`config.mk`:
```
export PLATFORM = sky130hd
export DESIGN_NAME = multiplication_flat
export DESIGN_NICKNAME = d
export VERILOG_FILES = /design/src/rtl/multiplication_if.sv /design/src/rtl/multiplication.sv /design/src/flat_wrapper.sv
export SDC_FILE = /design/constraint.sdc
export NUM_CORES = 1
export LEC_CHECK = 0
export CORE_MARGIN = 2
export CORE_UTILIZATION = 25
export CTS_CLUSTER_SIZE = 10
export DETAILED_ROUTE_END_ITERATION = 8
export GPL_TIMING_DRIVEN = 0
export HOLD_SLACK_MARGIN = 0.12
export PLACE_DENSITY_LB_ADDON = 0.1
export SYNTH_ARGS = -nofsm -noshare
export SYNTH_HDL_FRONTEND = slang
export SYNTH_SLANG_ARGS = --single-unit
```
`constraint.sdc`:
```
create_clock -name clk -period 20.6 [get_ports clk]
set_clock_uncertainty 0.1 [all_clocks]
set_input_delay 3.09 -clock clk [delete_from_list [all_inputs] [get_ports clk]]
set_output_delay 3.09 -clock clk [all_outputs]
set_load 0.03 [all_outputs]
```
`src/rtl/multiplication_if.sv`:
```
// Operand/result bundle for the fixed-point multiplier.
// master drives operands and receives results; slave is the multiplier side.
interface multiplication_if #(
    parameter int WIDTH = 16
);
    logic             in_valid;
    logic [WIDTH-1:0] a;
    logic [WIDTH-1:0] b;
    logic             out_valid;
    logic [WIDTH-1:0] result;
    logic             overflow;

    modport master (
        output in_valid, a, b,
        input  out_valid, result, overflow
    );

    modport slave (
        input  in_valid, a, b,
        output out_valid, result, overflow
    );
endinterface

```
`src/rtl/multiplication.sv`:
```
// Signed Q(WIDTH-FRAC).FRAC multiplier with optional round-half-up and output saturation.
// Latency: 2 clocks from in_valid sample to out_valid, one result per clock.
// Backpressure: none; result/overflow hold their last valid value across bubbles.
module multiplication #(
    parameter int WIDTH = 16,
    parameter int FRAC  = 8,
    parameter int ROUND = 0
) (
    input  logic             clk,
    input  logic             rst_n,
    multiplication_if.slave  mul_if
);
    localparam int PW = 2 * WIDTH;
    localparam int SW = 2 * WIDTH + 1;

    localparam logic signed [SW-1:0] ONE  = {{(SW-1){1'b0}}, 1'b1};
    localparam logic signed [SW-1:0] RND  = (ROUND != 0) ? (ONE <<< (FRAC - 1)) : '0;
    localparam logic signed [SW-1:0] SMAX = {{(SW-WIDTH+1){1'b0}}, {(WIDTH-1){1'b1}}};
    localparam logic signed [SW-1:0] SMIN = {{(SW-WIDTH+1){1'b1}}, {(WIDTH-1){1'b0}}};

    logic                    v1_q, v1_d;
    logic signed [PW-1:0]    p_q, p_d;
    logic                    v2_q, v2_d;
    logic        [WIDTH-1:0] res_q, res_d;
    logic                    ov_q, ov_d;

    logic signed [PW-1:0]    a_ext;
    logic signed [PW-1:0]    b_ext;
    logic signed [SW-1:0]    sum;
    logic signed [SW-1:0]    s;

    always_comb begin
        a_ext = {{WIDTH{mul_if.a[WIDTH-1]}}, mul_if.a};
        b_ext = {{WIDTH{mul_if.b[WIDTH-1]}}, mul_if.b};

        // Product only loads on valid beats so idle X operands never reach the pipe.
        v1_d = mul_if.in_valid;
        p_d  = p_q;
        if (mul_if.in_valid) begin
            p_d = a_ext * b_ext;
        end

        // One guard bit above the product keeps the rounding add from wrapping.
        sum = {p_q[PW-1], p_q} + RND;
        s   = sum >>> FRAC;

        v2_d  = v1_q;
        res_d = res_q;
        ov_d  = ov_q;
        if (v1_q) begin
            if (s > SMAX) begin
                res_d = {1'b0, {(WIDTH-1){1'b1}}};
                ov_d  = 1'b1;
            end else if (s < SMIN) begin
                res_d = {1'b1, {(WIDTH-1){1'b0}}};
                ov_d  = 1'b1;
            end else begin
                res_d = s[WIDTH-1:0];
                ov_d  = 1'b0;
            end
        end
    end

    always_ff @(posedge clk) begin
        if (!rst_n) begin
            v1_q  <= 1'b0;
            p_q   <= '0;
            v2_q  <= 1'b0;
            res_q <= '0;
            ov_q  <= 1'b0;
        end else begin
            v1_q  <= v1_d;
            p_q   <= p_d;
            v2_q  <= v2_d;
            res_q <= res_d;
            ov_q  <= ov_d;
        end
    end

    assign mul_if.out_valid = v2_q;
    assign mul_if.result    = res_q;
    assign mul_if.overflow  = ov_q;
endmodule

```
`src/flat_wrapper.sv`:
```
// flat-port wrapper written by rule: the top's interface ports become plain ports
module multiplication_flat 
#(
    parameter int WIDTH = 16,
    parameter int FRAC  = 8,
    parameter int ROUND = 0
)
  (clk, rst_n, mul_if_in_valid, mul_if_a, mul_if_b, mul_if_out_valid, mul_if_result, mul_if_overflow);
  multiplication_if #(.WIDTH(WIDTH)) mul_if_i ();
  input  logic clk;
  input  logic rst_n;
  input wire logic [$bits(mul_if_i.in_valid)-1:0] mul_if_in_valid;
  input wire logic [$bits(mul_if_i.a)-1:0] mul_if_a;
  input wire logic [$bits(mul_if_i.b)-1:0] mul_if_b;
  output wire logic [$bits(mul_if_i.out_valid)-1:0] mul_if_out_valid;
  output wire logic [$bits(mul_if_i.result)-1:0] mul_if_result;
  output wire logic [$bits(mul_if_i.overflow)-1:0] mul_if_overflow;
  assign mul_if_i.in_valid = mul_if_in_valid;
  assign mul_if_i.a = mul_if_a;
  assign mul_if_i.b = mul_if_b;
  assign mul_if_out_valid = mul_if_i.out_valid;
  assign mul_if_result = mul_if_i.result;
  assign mul_if_overflow = mul_if_i.overflow;
  multiplication #(.WIDTH(WIDTH), .FRAC(FRAC), .ROUND(ROUND)) u_core (.clk(clk), .rst_n(rst_n), .mul_if(mul_if_i));
endmodule
```
==> results of run 1 <==
==> logic make-up (layout without fill, tap and decap cells) <==
kind of cell | count (synthesis) | after routing | share of synthesized area (%)
xor+xnor | 28 | 28 | 2.17
fa+ha+maj | 340 | 340 | 54.9
mux | 11 | 11 | 0.973
compound gates | 105 | 105 | 6.08
buf+inv | 375 | 434 | 12.4
flops | 43 | 43 | 7.61
simple gates | 344 | 344 | 15.8
==> placed cells by master, fill, tap and decap left out, types with 3 or more instances in the layout <==
cell	n
a21boi_0	8
a21boi_1	8
a21o_1	11
a21oi_1	17
a31oi_1	5
and2_1	121
clkbuf_1	44
clkbuf_16	5
clkdlybuf4s50_1	51
dfxtp_1	43
fa_1	261
ha_1	79
inv_1	331
mux2i_1	11
nand2_1	131
nand2b_1	24
nand3_1	6
nand3b_1	8
nand4_1	8
nor2_1	18
nor2b_1	14
nor3_1	3
o211ai_1	6
o21ai_0	26
o21ai_1	6
o21bai_1	4
xnor2_1	25
xor2_1	3
==> stage by stage <==
stage / instances / worst slack (ns) / hold slack [ns] / util (%)
floorplan: 1246 / 11.65 / 0.320 / -
global placement: 1889 / 10.19 / 0.357 / 28.3
global route: 1897 / 10.07 / 0.390 / 28.7
CTS: 1897 / 10.50 / 0.369 / 28.7
finish: 1897 / 10.54 / 0.368 / 28.7
detailed placement: 1889 / 10.20 / 0.359 / 28.3
==> metal layers <==
| layer | vias to the layer above | wire, um |
|---|---|---|
| li1 | 3777 | - |
| met1 | 4209 | 14000 |
| met2 | 89 | 17100 |
| met3 | 25 | 986 |
| met4 | 0 | 656 |
| met5 | - | 0 |
==> final cells by class <==
| type | count | area [sq um] |
|---|---|---|
| Timing Repair Buffer | 51 | 510 |
| Buffer | 44 | 165 |
| Fill cell | 4858 | 31700 |
| Clock buffer | 6 | 139 |
| Clock inverter | 2 | 35.0 |
| Inverter | 331 | 1240 |
| Tap cell | 592 | 741 |
| Sequential cell | 43 | 861 |
| Multi-Input combinational cell | 828 | 9050 |
==> how the worst max path moves through the flow <==
stage	startpoint	endpoint	slack [ns]	depth (start not counted)
CTS	mul_if_a[15]	u_core.p_q[31]	10.50	21
floorplan	mul_if_a[15]	u_core.p_q[29]	11.65	20
global placement	mul_if_a[15]	u_core.p_q[31]	10.19	21
detailed placement	mul_if_a[15]	u_core.p_q[31]	10.20	21
finish	mul_if_a[11]	u_core.p_q[28]	10.54	21
global route	mul_if_a[15]	u_core.p_q[31]	10.07	21
==> Yosys cell counts, drive strengths merged, types with 2 or more instances <==
cell type	count
a31oi	5
a211oi	2
and2	122
nor4	2
and3	2
fa	261
a41oi	3
inv	331
nor3	3
xor2	3
nor2b	14
nand4b	2
nand2	131
a21boi	16
a21oi	17
dfxtp	43
a221o	2
a21o	11
nand4	8
clkbuf	44
o21ai	32
a31o	2
nand3	6
o21bai	4
nor2	18
o211ai	6
xnor2	25
mux2i	11
nand3b	8
nand2b	24
ha	79
==> worst register-to-register path, stage by stage, from the launching register on <==
cell and delay, ns:
dfxtp_1 0.31, clkbuf_1 0.35, and2_0 0.38, clkbuf_1 0.40
o21ai_0 0.19, a21boi_0 0.20
==> state kept, by name, indices dropped and copies added, names as in the netlist <==
| register | cells |
|---|---|
| u_core.v1_q | 1 |
| u_core.mul_if.overflow | 1 |
| u_core.p_q | 24 |
| u_core.mul_if.result | 16 |
| u_core.mul_if.out_valid | 1 |
==> impl_metrics.json, run 1 <==
{
  "synth_area_leaders": "fa_1 (46%), inv_1 (11%), ha_1 (8.7%)",
  "path_delay_family": "adder cells",
  "nets": 1679,
  "antenna_found_initial": 0,
  "path_buf_inv": 5,
  "clock.fmax_mhz": 99.4,
  "totalWireLength_um": 32800,
  "numCtsBuffers": 5,
  "layout-drive-gt1-share_pct": 0.766,
  "worstReg2RegEnd": "u_core.mul_if.result[13]",
  "cts_resized": 0,
  "ys_seq_area_share_pct": 7.61,
  "die_h_um": 217,
  "crit_path_top_delay_cell": "clkdlybuf4s50_1",
  "required_ns": 20.67,
  "hold_depth": 2,
  "syn_inst": 1246,
  "firstDrtPassIters": 5,
  "areaGrowthSynthToFinish_pct": 12.6,
  "overflow": 0,
  "drt_iter0_drc": 332,
  "cts_tree": "built",
  "grt_usage_pct": 14.9,
  "wire_per_inst_um": 17.3,
  "n_antenna_cell": 0,
  "grt.busiest_layer": "met2",
  "viasPerCell": 4.27,
  "gp_congestion": 0.795,
  "drc": 0,
  "initial_utilization_pct": 25.5,
  "cts_max_level": 2,
  "dpl_cell_area_sq_um": 12600,
  "clk_path_buf_depth": 2,
  "core-area_sq_um": 44400,
  "syn_avg_cell_area_sq_um": 9.08,
  "cts_root_buf": "clkbuf_16",
  "yosysWarnings": 0,
  "die_area_sq_um": 47000,
  "rr_startpoint": "u_core.v1_q",
  "fin_tns_setup_ns": 0,
  "async_flop_share_pct": 0,
  "end_kind": "flop",
  "hold_start": "u_core.p_q[28]",
  "grt_setup_unrepaired": "false",
  "setup_violations": 0,
  "period_minus_slack_ns": 10.06,
  "crit_chain": "clkdlybuf4s50_1, clkbuf_1, nand2_1, fa_1, inv_1, fa_1, fa_1, fa_1, fa_1, inv_1, fa_1, inv_1, ha_1, and3_1, a221o_1, a21o_1, or3b_1, a41o_1, a41oi_2, xnor2_1, o21ai_1",
  "grt_pass1_wl_um": 53300,
  "yosysTopAreaCell": "fa_1",
  "met3_usage_pct": 1.24,
  "die_w_um": 217,
  "synth_top_cell_area_share_pct": 46.2,
  "fin_crit_sh_pct": 48.8,
  "postRouteAntennaNets": 0,
  "reg2reg_slack_ns": 18.60,
  "syn_area_sq_um": 11300,
  "grt_max_degree": 14,
  "worst_slew_pin_slew_ns": 0.888,
  "worst_setup_path_start_kind": "input port",
  "status": "complete, no violations",
  "post_cts_buffers": 0,
  "grt_pass1_vias": 9287,
  "num_rows": 77,
  "maxCapViolations": 0,
  "ys_ff_latch": 43,
  "dp_hpwl_um": 28200,
  "io_pins": 53,
  "cts_hold_buf": 0,
  "hold_path_class": "flop to flop",
  "synth.distinct_cells": 45,
  "ys.flop_type": "dfxtp_1",
  "slew_viol_final": 0,
  "critical_path_arrival_ns": 10.13,
  "port_buffers": 51,
  "slew_headroom_pct": 40.8,
  "fin_area_sq_um": 12700,
  "path_class": "input port to flop",
  "path_max_fanout": 10,
  "cp_common_cell": "fa_1",
  "use_met1_pct": 18.7,
  "syn_nets": 1621,
  "vias": 8100,
  "clock_sinks": 43,
  "clock_latency_ns": 0.29,
  "met2_usage_pct": 28.1,
  "synth_edf_count": 0,
  "hold_viol": 0,
  "min_to": "u_core.p_q[28]",
  "slowest_delay_ns": 0.79,
  "worstRegToRegCells": 5,
  "clk_pin_slew_worst_paths_ns": 0.06
}
Power of run 1 is left out: the tool's default activity adds up to more than one toggle a clock period on the data nets, which glitch-free logic cannot reach.
==> run 2: changes to the inputs <==
==> constraint.sdc (replaced) <==
create_clock -name clk -period 10.54 [get_ports clk]
set_clock_uncertainty 0.1 [all_clocks]
set_input_delay 1.581 -clock clk [delete_from_list [all_inputs] [get_ports clk]]
set_output_delay 1.581 -clock clk [all_outputs]
set_load 0.03 [all_outputs]
==> results of run 2 <==
Same layout as run 1 (identical final DEF). Status: complete, no violations.
Main changes from that run: setup slack after placement 10.20 ns -> 1.65 ns; setup slack after layout 10.54 ns -> 1.99 ns; register-to-register setup slack 18.60 ns -> 8.54 ns
Power of run 2 is left out for the same reason.
